`src/rtl/ram8_bank_pkg.sv`:
```
// Shared memory definitions for the 8-word register bank.
package ram8_bank_pkg;

  localparam int unsigned DataWidth = 16;
  localparam int unsigned Depth     = 8;
  localparam int unsigned AddrWidth = $clog2(Depth);

  typedef logic [DataWidth-1:0] word_t;

endpackage : ram8_bank_pkg

```
`src/rtl/register_word.sv`:
```
// One storage word with load enable and asynchronous active-high clear.
module register_word
  import ram8_bank_pkg::*;
#(
  parameter int unsigned WIDTH = DataWidth
) (
  input  logic             clk,
  input  logic             reset,
  input  logic             load,
  input  logic [WIDTH-1:0] in,
  output logic [WIDTH-1:0] out
);

  logic [WIDTH-1:0] word_q;

  // Clear on reset (takes priority), otherwise capture in when load is set.
  always_ff @(posedge clk or posedge reset) begin
    if (reset) begin
      word_q <= '0;
    end else if (load) begin
      word_q <= in;
    end
  end

  assign out = word_q;

endmodule : register_word

```
`src/rtl/ram8_bank.sv`:
```
// 8-word register bank: decoded writes, combinational 8:1 read mux.
module ram8_bank
  import ram8_bank_pkg::*;
#(
  parameter int unsigned WIDTH = DataWidth,
  // The address port is fixed at 3 bits, so only the default depth is meaningful.
  parameter int unsigned DEPTH = Depth
) (
  input  logic                 clk,
  input  logic                 reset,
  input  logic                 load,
  input  logic [AddrWidth-1:0] address,
  input  logic [WIDTH-1:0]     in,
  output logic [WIDTH-1:0]     out
);

  logic [DEPTH-1:0] word_load;
  logic [WIDTH-1:0] word_out [DEPTH];

  // Address decoder: at most one word sees its load enable.
  always_comb begin
    word_load = '0;
    if (load) begin
      word_load[address] = 1'b1;
    end
  end

  for (genvar i = 0; i < DEPTH; i++) begin : g_word
    register_word #(
      .WIDTH (WIDTH)
    ) u_word (
      .clk   (clk),
      .reset (reset),
      .load  (word_load[i]),
      .in    (in),
      .out   (word_out[i])
    );
  end

  // Read mux: reflects stored contents only, never the incoming write data.
  always_comb begin
    out = word_out[address];
  end

endmodule : ram8_bank

```
`config.mk`:
```
export PLATFORM = sky130hd
export DESIGN_NAME = ram8_bank
export DESIGN_NICKNAME = d
export VERILOG_FILES = /design/src/rtl/ram8_bank_pkg.sv /design/src/rtl/register_word.sv /design/src/rtl/ram8_bank.sv
export SDC_FILE = /design/constraint.sdc
export NUM_CORES = 1
export LEC_CHECK = 0
export ABC_CLOCK_PERIOD_IN_PS = 5500
export BUFFER_PORTS_ARGS = -buffer_cell sky130_fd_sc_hd__buf_2
export CORE_AREA = 8 8 109 111
export DETAILED_ROUTE_END_ITERATION = 16
export DIE_AREA = 0 0 117 119
export GPL_ROUTABILITY_DRIVEN = 0
export PLACE_DENSITY = 0.81
export SYNTH_ARGS = -nofsm -noshare
export SYNTH_HDL_FRONTEND = slang
export SYNTH_SLANG_ARGS = --single-unit
```
`constraint.sdc`:
```
create_clock -name clk -period 5.5 [get_ports clk]
set_input_delay 1.375 -clock clk [delete_from_list [all_inputs] [get_ports clk]]
set_output_delay 1.375 -clock clk [all_outputs]
set_load 0.005 [all_outputs]
```
==> impl_results.md <==
- Outcome: completed
- Total number of vias: between 3000 and 4000
- Commonest non-fill, non-tap cells in the layout: mux2_2 (144), dfrtp_1 (128), buf_2 (37)
- Cell area after placement: 6160 sq um
- Clk pin slew, worst setup/hold paths: about 0.050 ns
- Yosys cell types: 14
- Initial DRC Count: about 190
- Max Clock Freq: approximately 210 MHz
- Type of destination of the critical path: output pin
- Unrepaired setup endpoints after global routing: no
- Power after layout: 2870 uW
- Global-route wire length before repair: 18900 um
- Setup Total Neg Slack: 0 ns
- Synthesized net count: around 360
- Area added between synthesis and finish: 14.4%
- Std cell rows: 37
- Via count of the first global-routing pass: approximately 3500
- Final clock skew: 0 ns
- Area of all placed cells without fillers: 6780 sq um
- Leakage component of the power: 0.00297 uW
- Max Slew Vio Count: 0
- Antenna Nets Post-Route: 0
- Number of setup violations in the final report: 0
- FF-to-FF Start: g_word[4].u_word.out[3]
- Length in cells of the worst reg-to-reg path: 1
- Startpoint Class: input port
- Worst-case clock buffer depth: 2
- Die outline area: 13900 sq um
- TritonCTS clock tree: yes
- Most common cell after layout, fill and taps aside: mux2_2
- DRC violations left: 0
- Chip width: ~120 um
- Estimated wirelength of the detail-placed design: 6530 um
- CTS buffer count: 17
- Cell count after synthesis: 335
- DRT Wirelength: 11500 um
- Cells resized by post-CTS repair: 0
- Class of the most critical hold timing path: flop to flop
- Vias per inst: around 6
- Pre-antenna DRT Iters: 4
- Transition time at the pin with the least slew margin: 1.09 ns
- Clock tree root buffer cell: clkbuf_8
- Worst setup slack for register-to-register paths: 4.71 ns
- Maximum net fanout on the critical path: 33
- Data required, critical path: 4.12 ns
- Post-layout minimum cycle time: 4.67 ns
- Routed len/inst: 22.0 um
- Number of buffers inserted by port buffering: 37
- Sequence of cells on the critical path: buf_2 -> buf_4 -> mux4_1 -> mux2_2 -> buf_2
- I/O pin count: 38
- # H-tree levels: 4
- Area of the core: between 10000 and 15000 sq um
- Remaining global-route overflow: 0
- Die H: 119 um
- Hold-fix buffers at CTS: 0
- Number of antenna violations at the first check in global routing: 0
- Number of nets at the end of the flow: 395
- Ant. Diodes: 0
- Utilization after layout: around two thirds
- Number of max-cap violations: 0
- Final clock period utilization by the worst path: 84.8%
- Data arrival time of the critical path: 3.29 ns
- Capture point of the critical path: out[12]
- Critical-path top delay cell: buf_2
- Post-synthesis cell area: 5920 sq um
- Post-CTS setup repair buffer count: 0
- Average cell area after synthesis: 17.7 sq um
- Largest register FFs: 128
- Clock latency on the worst-skew pair: about 0.5 ns
- Destination of the worst register-to-register timing path: g_word[4].u_word.out[3]
- Largest net degree at the start of global routing: 79
- Headroom to the max-slew limit: 27.6%
- Number of warning messages in the yosys log: 0
- Tot GR Track Use: ~18%
- Classification of the worst setup path: input port to output pin
- Worst VDD drop: 0.000191 V
- P per Cell Area: 423 nW/um^2
- Startpoint of the worst setup timing path: address[0]
- Most frequent CP cell: buf_2
- Starting Density: 58.7%
- Sequential element share of the synthesized area: a little over half
- Number of register bits inferred by synthesis: 128
- Number of failing hold endpoints at the final stage: 0
- Total clock sinks: 128
- Max stage delay on crit path: 0.80 ns
- Fraction of layout instances using a drive strength above 1: 61.4%
- Smallest hold slack: 0.496 ns
-- worst min path at each step --
stage,from,cells after the start,end,slack [ns]
2_1_floorplan,g_word[5].u_word.out[5],1,g_word[5].u_word.out[5],0.47
3_3_place_gp,g_word[5].u_word.out[13],1,g_word[5].u_word.out[13],0.48
3_5_place_dp,g_word[5].u_word.out[4],1,g_word[5].u_word.out[4],0.49
4_1_cts,g_word[6].u_word.out[14],1,g_word[6].u_word.out[14],0.50
5_1_grt,g_word[6].u_word.out[14],1,g_word[6].u_word.out[14],0.51
6_report,g_word[5].u_word.out[4],1,g_word[5].u_word.out[4],0.50
-- through the flow --
step	cells	worst slack (ns)
after floorplan	335	0.712
after global placement	490	0.842
after detailed placement	490	0.828
after CTS	522	0.816
after global routing	522	0.736
final	522	0.834
-- synth_stat cells --
library cell,number,share of area (%)
and4bb_2,3,0.63
buf_2,10,0.84
buf_4,6,0.76
buf_6,5,0.95
clkbuf_1,1,0.063
dfrtp_1,128,54
inv_1,1,0.063
mux2_2,144,27
mux4_1,20,8.9
mux4_2,12,4.6
nand4_4,1,0.36
nand4b_2,1,0.25
nand4b_4,2,0.80
nor4b_4,1,0.40
-- kinds of logic (layout without fill, tap and decap cells) --
group / after synthesis / count (layout) / share of synthesized area, %
multiplexers: 176 / 176 / 40.8
AND/OR/NAND/NOR: 8 / 8 / 2.45
flip-flops: 128 / 128 / 54.1
buffers and inverters: 23 / 74 / 2.68
-- where the power goes --
group | switching [uW] | internal [uW] | total (uW) | leakage (uW)
clock | 386 | 767 | 1150 | 0.000303
sequential | 102 | 1150 | 1250 | 0.00154
combinational | 159 | 303 | 461 | 0.00113
-- worst max-delay path, delay by kind of cell --
family                 cells  cell delay, ns
buffers and inverters      3            1.26
multiplexers               2            0.63
-- metal layers --
metal / part of all wire, % / GRT usage [%]
met1: 44 / 22.1
met2: 51 / 30.0
met4: 1.3 / 6.24
met5: 0 / 0
met3: 3.5 / 4.30
-- cell type report --
cell class / count / area (sq um)
clock buffer: 21 / 459
clock inverter: 11 / 160
fill: 727 / 3320
inverter: 1 / 6.26
multi-input combinational: 184 / 2560
sequential: 128 / 3200
tap: 136 / 170
timing repair buffer: 41 / 215
Power figures use the tool's default switching activity.
